`config.mk`:
```
export PLATFORM = sky130hd
export DESIGN_NAME = pc_redirect_ctrl
export DESIGN_NICKNAME = d
export VERILOG_FILES = /design/src/rtl/pc_redirect_ctrl_pkg.sv /design/src/rtl/pc_redirect_ctrl_redirect_buffer.sv /design/src/rtl/pc_redirect_ctrl.sv
export SDC_FILE = /design/constraint.sdc
export NUM_CORES = 1
export LEC_CHECK = 0
export ABC_CLOCK_PERIOD_IN_PS = 6850
export BUFFER_PORTS_ARGS = -buffer_cell sky130_fd_sc_hd__buf_2
export CELL_PAD_IN_SITES_DETAIL_PLACEMENT = 1
export CELL_PAD_IN_SITES_GLOBAL_PLACEMENT = 2
export CORE_UTILIZATION = 30
export CTS_CLUSTER_SIZE = 40
export DETAILED_ROUTE_END_ITERATION = 8
export GPL_TIMING_DRIVEN = 0
export HOLD_SLACK_MARGIN = 0.02
export PLACE_DENSITY_LB_ADDON = 0.1
export SYNTH_ARGS = -nofsm -noshare
export SYNTH_HDL_FRONTEND = slang
export SYNTH_SLANG_ARGS = --single-unit
```
`constraint.sdc`:
```
create_clock -name clk -period 6.85 [get_ports clk]
set_input_delay 0.685 -clock clk [delete_from_list [all_inputs] [get_ports clk]]
set_output_delay 0.685 -clock clk [all_outputs]
set_load 0.005 [all_outputs]
```
`src/rtl/pc_redirect_ctrl_pkg.sv`:
```
// Shared definitions for the fetch-PC redirect controller: state encoding and parameter defaults.
// Latency: none (types, constants and pure functions only).
// Backpressure: not applicable.
package pc_redirect_ctrl_pkg;

    typedef enum logic [1:0] {
        ST_BOOT    = 2'd0,
        ST_RUN     = 2'd1,
        ST_PENDING = 2'd2
    } state_t;

    localparam logic [31:0] DEF_RESET_PC = 32'h0000_0000;
    localparam logic [31:0] DEF_TRAP_VEC = 32'h0000_0100;
    localparam logic [31:0] DEF_PC_STEP  = 32'd4;
    localparam int          DEF_CNT_W    = 16;

    // A redirect target must be word aligned; anything else is diverted to the trap vector.
    function automatic logic is_misaligned(input logic [31:0] target);
        return (target[1:0] != 2'b00);
    endfunction

    function automatic logic [31:0] redirect_target(input logic [31:0] target,
                                                    input logic [31:0] trap_vec);
        return is_misaligned(target) ? trap_vec : target;
    endfunction

endpackage

```
`src/rtl/pc_redirect_ctrl_redirect_buffer.sv`:
```
// Holds one redirect target that arrived while imem could not take a new fetch address.
// Latency: load/consume take effect at the next clock edge.
// Backpressure: none; a load overwrites the held target (newest redirect wins).
module pc_redirect_ctrl_redirect_buffer (
    input  logic        clk,
    input  logic        rst,
    input  logic        load,
    input  logic [31:0] load_pc,
    input  logic        consume,
    output logic [31:0] pend_pc,
    output logic        pend_vld
);

    // Load has priority over consume so a same-cycle new target is never dropped.
    always_ff @(posedge clk or posedge rst) begin
        if (rst) begin
            pend_pc  <= 32'h0000_0000;
            pend_vld <= 1'b0;
        end else if (load) begin
            pend_pc  <= load_pc;
            pend_vld <= 1'b1;
        end else if (consume) begin
            pend_vld <= 1'b0;
        end
    end

endmodule

```
`src/rtl/pc_redirect_ctrl.sv`:
```
// Owns the fetch PC: sequential step, hold on stall/imem wait, EX redirects with flush and trap.
// Latency: redirect lands on pc the cycle after it is seen with imem_ready=1, else after the ready edge.
// Backpressure: imem_ready=0 holds pc; a redirect seen then is buffered until imem_ready returns.
module pc_redirect_ctrl
    import pc_redirect_ctrl_pkg::*;
#(
    parameter logic [31:0] RESET_PC = DEF_RESET_PC,
    parameter logic [31:0] TRAP_VEC = DEF_TRAP_VEC,
    parameter logic [31:0] PC_STEP  = DEF_PC_STEP,
    parameter int          CNT_W    = DEF_CNT_W
) (
    input  logic             clk,
    input  logic             rst,
    input  logic             stall,
    input  logic             imem_ready,
    input  logic             br_taken,
    input  logic [31:0]      br_pc,
    output logic [31:0]      pc,
    output logic             pc_valid,
    output logic             flush_if_id,
    output logic             flush_id_ex,
    output logic             misalign,
    output logic [CNT_W-1:0] redirect_cnt
);

    localparam logic [CNT_W-1:0] CNT_MAX = {CNT_W{1'b1}};
    localparam logic [CNT_W-1:0] CNT_ONE = {{(CNT_W-1){1'b0}}, 1'b1};

    state_t           state_q;
    state_t           state_d;
    logic [31:0]      pc_q;
    logic [31:0]      pc_d;
    logic [CNT_W-1:0] cnt_q;
    logic             mis_q;
    logic             accept;
    logic [31:0]      tgt;
    logic             buf_load;
    logic             buf_consume;
    logic [31:0]      pend_pc;
    logic             pend_vld;

    // A redirect counts (and flushes) in any state except the post-reset BOOT cycle.
    assign accept = br_taken && (state_q != ST_BOOT);
    assign tgt    = redirect_target(br_pc, TRAP_VEC);

    pc_redirect_ctrl_redirect_buffer u_redirect_buffer (
        .clk      (clk),
        .rst      (rst),
        .load     (buf_load),
        .load_pc  (tgt),
        .consume  (buf_consume),
        .pend_pc  (pend_pc),
        .pend_vld (pend_vld)
    );

    // State register.
    always_ff @(posedge clk or posedge rst) begin
        if (rst) state_q <= ST_BOOT;
        else     state_q <= state_d;
    end

    // Next state: redirect blocked by imem parks in PENDING until imem takes an address.
    always_comb begin
        state_d = state_q;
        case (state_q)
            ST_BOOT:    state_d = ST_RUN;
            ST_RUN:     if (br_taken && !imem_ready) state_d = ST_PENDING;
            ST_PENDING: if (imem_ready) state_d = ST_RUN;
            default:    state_d = ST_BOOT;
        endcase
    end

    // Next-pc mux and buffer control; redirect outranks stall, stall is ignored in PENDING.
    always_comb begin
        pc_d        = pc_q;
        buf_load    = 1'b0;
        buf_consume = 1'b0;
        case (state_q)
            ST_RUN: begin
                if (br_taken) begin
                    if (imem_ready) pc_d = tgt;
                    else            buf_load = 1'b1;
                end else if (!stall && imem_ready) begin
                    pc_d = pc_q + PC_STEP;
                end
            end
            ST_PENDING: begin
                if (imem_ready) begin
                    buf_consume = 1'b1;
                    if (br_taken)      pc_d = tgt;
                    else if (pend_vld) pc_d = pend_pc;
                end else if (br_taken) begin
                    buf_load = 1'b1;
                end
            end
            default: ;
        endcase
    end

    // PC, misalign pulse and saturating redirect counter.
    always_ff @(posedge clk or posedge rst) begin
        if (rst) begin
            pc_q  <= RESET_PC;
            mis_q <= 1'b0;
            cnt_q <= '0;
        end else begin
            pc_q  <= pc_d;
            mis_q <= accept && is_misaligned(br_pc);
            if (accept && (cnt_q != CNT_MAX)) cnt_q <= cnt_q + CNT_ONE;
        end
    end

    assign pc           = pc_q;
    assign pc_valid     = (state_q != ST_BOOT);
    assign flush_if_id  = accept;
    assign flush_id_ex  = accept;
    assign misalign     = mis_q;
    assign redirect_cnt = cnt_q;

endmodule
```
# Word-level counts from Yosys, hierarchy flattened

Index checks and enable logic that the tools add are counted.

Output and inout bits: 52
Word-level logic and storage cells: 50
Bits in registers: 84

Eq/ne operators: 8
$add $sub $neg: 2
Reduce and logical (&&, ||, !) cells: 14
Multiplexer cells: 20

Operator list:

| cell                  | number |
|---|---|
| $mux 32               | 7 |
| $pmux 32 s2           | 1 |
| $add 32x3->32 const B | 1 |
| $add 16x1->16 const B | 1 |
| $ne 16x16->1 const B  | 1 |
| $mux 1                | 8 |
| $reduce_bool 2->1     | 4 |
| $ne 3x3->1 const B    | 2 |
| $pmux 2 s3            | 1 |
| $logic_and 1x1->1     | 5 |
| $reduce_and 5->1      | 1 |
| $mux 2                | 2 |
| $ne 2x2->1 const B    | 2 |
| $ne 3x2->1 const B    | 1 |
| $eq 2x1->1 const B    | 1 |
| $eq 2x2->1 const B    | 1 |
| $logic_not 1->1       | 2 |
| $logic_not 2->1       | 1 |
| $pmux 1 s2            | 1 |
| $reduce_and 2->1      | 1 |

# Logic depth before layout (Yosys ltp)

Gate-level depths: netlist of run 1.

Word-level depth: 5
Mapped depth: 9

# Hierarchy

A second synthesis of run 1 with hierarchy kept.

Cells, all modules: 493
Area, all modules: 4865.9 um2

Modules (own cells, without submodules):

| module                           | area an instance (um2) | seq. area each (um2) | cells an instance | times used |
|---|---|---|---|---|
| pc_redirect_ctrl                 | 3484.6                 | 1276.2               | 421               | 1 |
| pc_redirect_ctrl_redirect_buffer | 1381.3                 | 825.8                | 72                | 1 |

# Worst setup path after synthesis of run 1

No wires, ideal clock.

Path type: input-to-reg
From: in stall
To: reg pc_q[30], in the netlist pc[30]
Setup slack: 4.894 ns
Required time: 6.728 ns
Stages: 5
Library setup time: 0.122 ns
Arrival time: 1.835 ns
Cells stage by stage: nor2b_1 -> o21ai_0 -> nand3_1 -> or4_1 -> a32o_1

Word-level cells in the longest chain between the ends: 4

Ends and longest elaborated chain:

| what                              | line                    | RTL |
|---|---|---|
| from (decl)                       | pc_redirect_ctrl.sv:14  | `input logic stall,` |
| $logic_not 1->1                   | pc_redirect_ctrl.sv:83  | `end else if (!stall && imem_ready) begin` |
| $logic_and 1x1->1                 | pc_redirect_ctrl.sv:83  |  |
| $ne 3x3->1 (no source line)       | -                       |  |
| $reduce_and 5->1 (no source line) | -                       |  |
| to (signal assigned)              | pc_redirect_ctrl.sv:107 | `pc_q <= pc_d;` |
| to (decl)                         | pc_redirect_ctrl.sv:31  | `logic [31:0] pc_q;` |

No other way between the ends.
A chain may end at the register's enable or synchronous reset.

# Final worst setup path of run 1

From: reg state_q[0]
To: reg pc_q[27], in the netlist pc[27]

Word-level cells in the longest chain between the ends: 3
Elaborated cells between the ends (all ways): 9
Those cells by class: 6 x eq/ne; 1 x mux; 2 x reduce/logical

Ends and longest elaborated chain:

| what                                                      | line                   | RTL |
|---|---|---|
| from (decl)                                               | pc_redirect_ctrl.sv:29 | `state_t state_q;` |
| from (signal assigned)                                    | pc_redirect_ctrl.sv:59 | `else state_q <= state_d;` |
| $eq 2x2->1 or $eq 2x1->1 (tied branches)                  | pc_redirect_ctrl.sv:78 | `case (state_q)` |
| $ne 3x2->1 (no source line), or another cell as far along | -                      |  |
| $reduce_and 5->1 (no source line)                         | -                      |  |

Parallel ways exist; a longest one is shown, timed or not.

==> results of run 1 <==
placed cells by master, fill, tap and decap left out, drive strengths merged, types with 2 or more instances in the layout:
cell     instances
xnor2            8
a211oi           2
and3            10
nor4             5
mux2             3
nand2           90
nor2            30
nor2b            4
buf             94
ha               5
dfrtp           84
clkinv           4
or3              3
a222oi          14
o22ai            2
nand4            9
and2             4
clkbuf          35
a22o             2
o31a             5
and4             6
bufinv           2
a22oi            6
inv             12
nand3            8
xor2             5
o2bb2ai          8
a31oi           11
a221oi           5
nor3             9
a41oi            2
a21oi           11
o21ai           77
a32o             4
routing by layer:
metal	global-route usage (%)	share of wire, %
met1	31.9	49
met2	32.8	44
met3	3.07	4.4
met4	8.00	1.9
met5	0	0
power by group:
group	switching [mW]	internal (mW)	total, mW
registers	0.205	0.681	0.886
logic	0.476	0.272	0.749
clock network	0.221	0.319	0.539
total	0.902	1.27	2.17
per-stage QoR:
stage / setup WS [ps] / cell area [um2] / utilization, % / std cells / hold WS (ps)
6_report: 4190 / 5370 / 38.2 / 768 / 408
5_1_grt: 3990 / 5370 / 38.2 / 768 / 456
4_1_cts: 4210 / 5370 / 38.2 / 768 / 435
3_5_place_dp: 4110 / 5050 / 36.0 / 752 / 475
3_3_place_gp: 2550 / 5020 / 35.7 / 751 / 462
2_1_floorplan: 4000 / 4350 / - / 483 / 440
state kept, by name (all words and copies together) (netlist names):
signal,flops
misalign,1
pc,32
u_redirect_buffer.pend_vld,1
state_q,2
u_redirect_buffer.pend_pc,32
redirect_cnt,16
kinds of logic after synthesis:
family | after synthesis | share of synthesized area (%)
fa+ha+maj | 5 | 1.44
simple gates | 181 | 20.1
compound gates | 154 | 22.9
mux | 3 | 0.776
xor+xnor | 13 | 2.61
buf+inv | 43 | 3.88
flops | 84 | 48.3
layout make-up:
class / count / area (um2)
buffer: 31 / 124
clock buffer: 9 / 225
clock inverter: 7 / 91.3
fill: 1632 / 8680
inverter: 12 / 47.5
multi-input combinational: 356 / 2080
sequential: 84 / 2100
tap: 180 / 225
timing repair buffer: 89 / 468
worst paths after layout:
check                           depth (start not counted)  slack (ps)                       endpoint                          start
worst max-delay path                                    8        4190                         pc[27]                     state_q[0]
worst min-delay path                                    2         410  u_redirect_buffer.pend_pc[19]                            rst
worst max register to register                          8        4190                         pc[27]                     state_q[0]
worst min register to register                          2         490  u_redirect_buffer.pend_pc[24]  u_redirect_buffer.pend_pc[24]
max in group asynchronous                               3        5800   u_redirect_buffer.pend_pc[3]                            rst
min in group clk                                        2         490  u_redirect_buffer.pend_pc[24]  u_redirect_buffer.pend_pc[24]
==> metrics.csv, run 1 <==
stage,metric,value,unit
synthesis,dominant cell type by area after synthesis,dfrtp_1,
final_layout,number of diodes,0,
timing,Post-Route Setup TNS,0,ps
pwr,Pwr Total,2.17,mW
worst_setup_path,startpoint types,flip-flop,
worst_setup_path,"most used cell, CP",clkbuf_1,
placement,post-DP HPWL,11000,um
synthesis,top-count cell post-synth,nand2_1,
worst_setup_path,cell family with most CP delay,buffers and inverters,
synthesis,share of the synthesized area in the top cell type,48.3,%
timing,period utilization,38.8,%
cts,CTS Buffer Depth,2,
timing,Final Skew,5.40,ps
synthesis,synth unique cells,50,
min_path,Worst Hold Class,input pin to asynchronous set/reset pin,
timing,"Slew Viols, Final",0,
flow_run,# Max-Cap Violations,0,
synthesis,Synth top cells by count,"nand2_1 (90), dfrtp_1 (84), o21ai_0 (76)",
worst_setup_path,worst path cell trace,"inv_1, ha_1, or2_2, clkbuf_1, clkbuf_1, nor2_1, a222oi_1, o2bb2ai_1",
pwr,Peak supply drop,146,uV
worst_setup_path,CP arrival,2860,ps
routing,DR WL/cell,20.4,um
cts,PostCTS Resize Cnt,0,
routing,total number of vias,4242,
global_route,vias in the first global route,4188,
floorplanning,Core Area,14000,um2
timing,fin crit period,2660,ps
synthesis,Synth Instances,483,
pwr,leakage,2.41,nW
cts,Root Driver,clkbuf_16,
routing,DRC,0,
cts,"Clk Latency, worst-skew pair",340,ps
pwr,Power Density,405,nW/um2
global_route,global-route wire length before repair,24400,um
synthesis,syn nets,525,
routing,Iter 0 DRT Violations,353,
synthesis,asr flop ratio synth,100,%
timing,final hold violations,0,
placement,PortBufs,88,
routing,first drt pass iteration count,5,
floorplanning,Core Rows,43,
worst_setup_path,CP Class,flip-flop to flip-flop,
floorplanning,die outline width,122,um
synthesis,Mapped Area,4350,um2
synthesis,sequential-to-total area share from yosys stat,48.3,%
global_route,largest net degree at the start of global routing,45,
worst_setup_path,CP endpoint kind,flip-flop,
cts,clock sinks,84,
cts,H-tree level count,3,
routing,drt total wl,15700,um
floorplanning,Starting Density,31.0,%
placement,GPL Wtd Cong,0.786,
worst_setup_path,"Req. time, crit path",7050,ps
cts,CTS tree,done,
routing,Antenna Nets Post-Route,0,
worst_setup_path,CP max FO,10,
timing,f_max,0.376,GHz
final_layout,Nets,625,
synthesis,Yosys reg bits,84,
synthesis,Post-synth EDFFs,0,
outcome,status,"complete, no violations",
global_route,remaining global-route overflow,0,
synthesis,largest cells by area after synthesis,"dfrtp_1 (48%), o21ai_0 (8.7%), nand2_1 (7.8%), a222oi_1 (3.2%), nor2_1 (2.6%)",
global_route,antenna violations before repair,0,
routing,vias per inst,5.52,
worst_setup_path,CP peak stage delay,590,ps
floorplanning,die height,122,um
timing,RSZ-0062 raised after global routing,false,
floorplanning,Die Area,15000,um2
timing,setup violators final,0,
synthesis,ys flop type,dfrtp_1,
cts,CTS Buf Count,9,
final_layout,layout cells sized above 1,20.9,%
floorplanning,I/O Pins,89,
timing,Worst Max-Slew Pin Slew,820,ps
synthesis,synthesized area per cell,9.01,um2
cts,Post-CTS Setup Inserts,0,
timing,Slew HR,45.3,%
worst_setup_path,"Slowest-stage cell, CP",clkbuf_1,
synthesis,yosys warns,0,
final_layout,P&R area growth vs syn,23.2,%
cts,"Reg clk slew, reported paths",70,ps
cts,# hold bufs at CTS,0,
worst_setup_path,Crit path buffers/inverters,3,
global_route,gr usage total,21.9,%
No activity file was read; power rests on OpenSTA's default activity.
==> run 2, diff against run 1 <==
- ABC_CLOCK_PERIOD_IN_PS: 6850 -> 2400
- clock period: 6.85 -> 2.4 ns (I/O delays scaled with it)
==> metrics.csv, run 2 (same netlist as run 1, synthesis figures left out) <==
stage,metric,value,unit
global_route,antenna violations before repair,0,
pwr,Power Density,1160,nW/um2
final_layout,fill cell count,1671,
cts,"Clk Latency, worst-skew pair",350,ps
floorplanning,Die Area,15000,um2
timing,Post-Route Setup TNS,0,ps
pwr,Reg power frac,40.2,%
worst_setup_path,CP max FO,8,
placement,PortBufs,88,
cts,Post-CTS Setup Inserts,0,
cts,CTS Buffer Depth,2,
worst_setup_path,"Req. time, crit path",2640,ps
flow_run,# Max-Cap Violations,0,
worst_setup_path,CP peak stage delay,520,ps
pwr,combinational share of power,34.2,%
cts,"Reg clk slew, reported paths",70,ps
pwr,total internal power,3.73,mW
worst_setup_path,CP arrival,2450,ps
placement,GPL Wtd Cong,0.790,
global_route,remaining global-route overflow,0,
floorplanning,I/O Pins,89,
timing,Final Skew,7.12,ps
final_layout,P&R area growth vs syn,24.5,%
outcome,status,"complete, no violations",
floorplanning,die height,122,um
pwr,leakage,2.44,nW
final_layout,cell area after layout,5420,um2
final_layout,number of diodes,0,
routing,DR WL/cell,20.1,um
worst_setup_path,startpoint types,flip-flop,
final_layout,layout cells sized above 1,22.2,%
timing,final hold violations,0,
global_route,global-route wire length before repair,24300,um
global_route,vias in the first global route,4203,
global_route,largest net degree at the start of global routing,35,
worst_setup_path,worst path cell trace,"nand4_2, nor4_2, nand2_1, or4_1, a32o_1",
worst_setup_path,CP Class,flip-flop to flip-flop,
worst_setup_path,cell family with most CP delay,simple AND/OR/NAND/NOR gates,
cts,H-tree level count,3,
timing,Slew HR,50.1,%
timing,RSZ-0062 raised after global routing,false,
worst_setup_path,"Slowest-stage cell, CP",nor4_2,
cts,clock sinks,84,
routing,drt total wl,15500,um
timing,setup violators final,0,
pwr,clock share of power,25.6,%
timing,"Slew Viols, Final",0,
pwr,Psw,2.56,mW
routing,first drt pass iteration count,6,
cts,CTS tree,done,
placement,placed instance count,753,
routing,Iter 0 DRT Violations,369,
placement,placed inst area,5060,um2
floorplanning,Core Rows,43,
routing,Antenna Nets Post-Route,0,
timing,period utilization,92.1,%
final_layout,"commonest non-fill, non-tap cell in the layout",buf_2,
floorplanning,Core Area,14000,um2
floorplanning,Starting Density,31.0,%
routing,vias per inst,5.49,
worst_setup_path,Crit path buffers/inverters,0,
pwr,Peak supply drop,334,uV
min_path,Worst Hold Class,input pin to flip-flop,
final_layout,"commonest cells after routing, fill and taps aside","buf_2 (91), nand2_1 (90), dfrtp_1 (84)",
timing,fin crit period,2210,ps
placement,post-DP HPWL,11000,um
routing,total number of vias,4220,
worst_setup_path,CP endpoint kind,flip-flop,
floorplanning,die outline width,122,um
pwr,switching share of power,40.6,%
global_route,gr usage total,22.0,%
cts,CTS Buf Count,9,
routing,DRC,0,
timing,f_max,0.452,GHz
final_layout,Nets,626,
cts,Root Driver,clkbuf_16,
timing,Worst Max-Slew Pin Slew,744,ps
final_layout,fin cells,769,
run 2: cell types whose count changed in the layout (fill, tap and decap cells not counted), sizes merged:
cell         before  now
clkbuf           35   37
clkinv            4    2
buf              94   95
dlygate4sd3       0    1
inv              12   11
run 2: power groups by stage:
stage	Combinational (mW)	Clock, mW	Sequential (mW)
floorplan	1.20	0	2.41
global placement	2.11	0	2.52
detailed placement	2.16	0	2.54
CTS	2.17	1.63	2.52
global route	2.44	1.69	2.62
finish	2.15	1.61	2.53
run 2: routing by layer:
metal | GRT usage [%] | part of all wire [%] | wire length, um | up-vias
met2 | 33.7 | 44 | 6880 | 114
met5 | 0 | 0 | 0 | -
li1 | - | - | - | 1984
met4 | 7.39 | 1.7 | 267 | 0
met3 | 2.97 | 4.4 | 675 | 16
met1 | 31.6 | 49 | 7660 | 2106
run 2: timing repair:
| action | CTS | global route |
|---|---|---|
| hold buffers | 1 | 0 |
| pin swaps | 0 | 0 |
| setup endpoints to repair | 19 | 57 |
| resized for setup | 3 | 7 |
| hold endpoints to repair | 17 | 0 |
run 2: per-stage QoR:
step	util, %	setup WS [ps]	hold slack (ps)	total power, mW
after floorplan	-	518	348	3.61
after global placement	35.8	-216	457	4.62
after detailed placement	36.1	-236	302	4.70
after CTS	38.5	7.19	131	6.32
after global routing	38.6	11.7	151	6.75
final	38.6	189	133	6.29
run 2: cell type report:
cell class,count,area [um2],share of cell area (%)
clock buffer,12,267,4.92
buffer,30,128,2.35
multi-input combinational,356,2090,38.6
inverter,12,48.8,0.900
tap,180,225,4.16
sequential,84,2100,38.8
clock inverter,4,70.1,1.29
timing repair buffer,91,490,9.05
run 2: tightest hold or removal path: cells and delay by family:
kind,cells,cell delay (ps)
AO/OA/AOI/OAI,1,60
buffers and inverters,1,110
AND/OR/NAND/NOR,1,40
run 2: path summary, 6_finish.rpt:
path	from	endpoint	slack, ps	cells after the start
worst max-delay path	pc[12]	pc[30]	190	5
worst min-delay path	br_pc[20]	u_redirect_buffer.pend_pc[20]	130	3
worst max register to register	pc[12]	pc[30]	190	5
worst min register to register	u_redirect_buffer.pend_vld	u_redirect_buffer.pend_vld	470	2
max in group asynchronous	rst	u_redirect_buffer.pend_vld	1370	4
min in group asynchronous	rst	u_redirect_buffer.pend_pc[15]	470	3
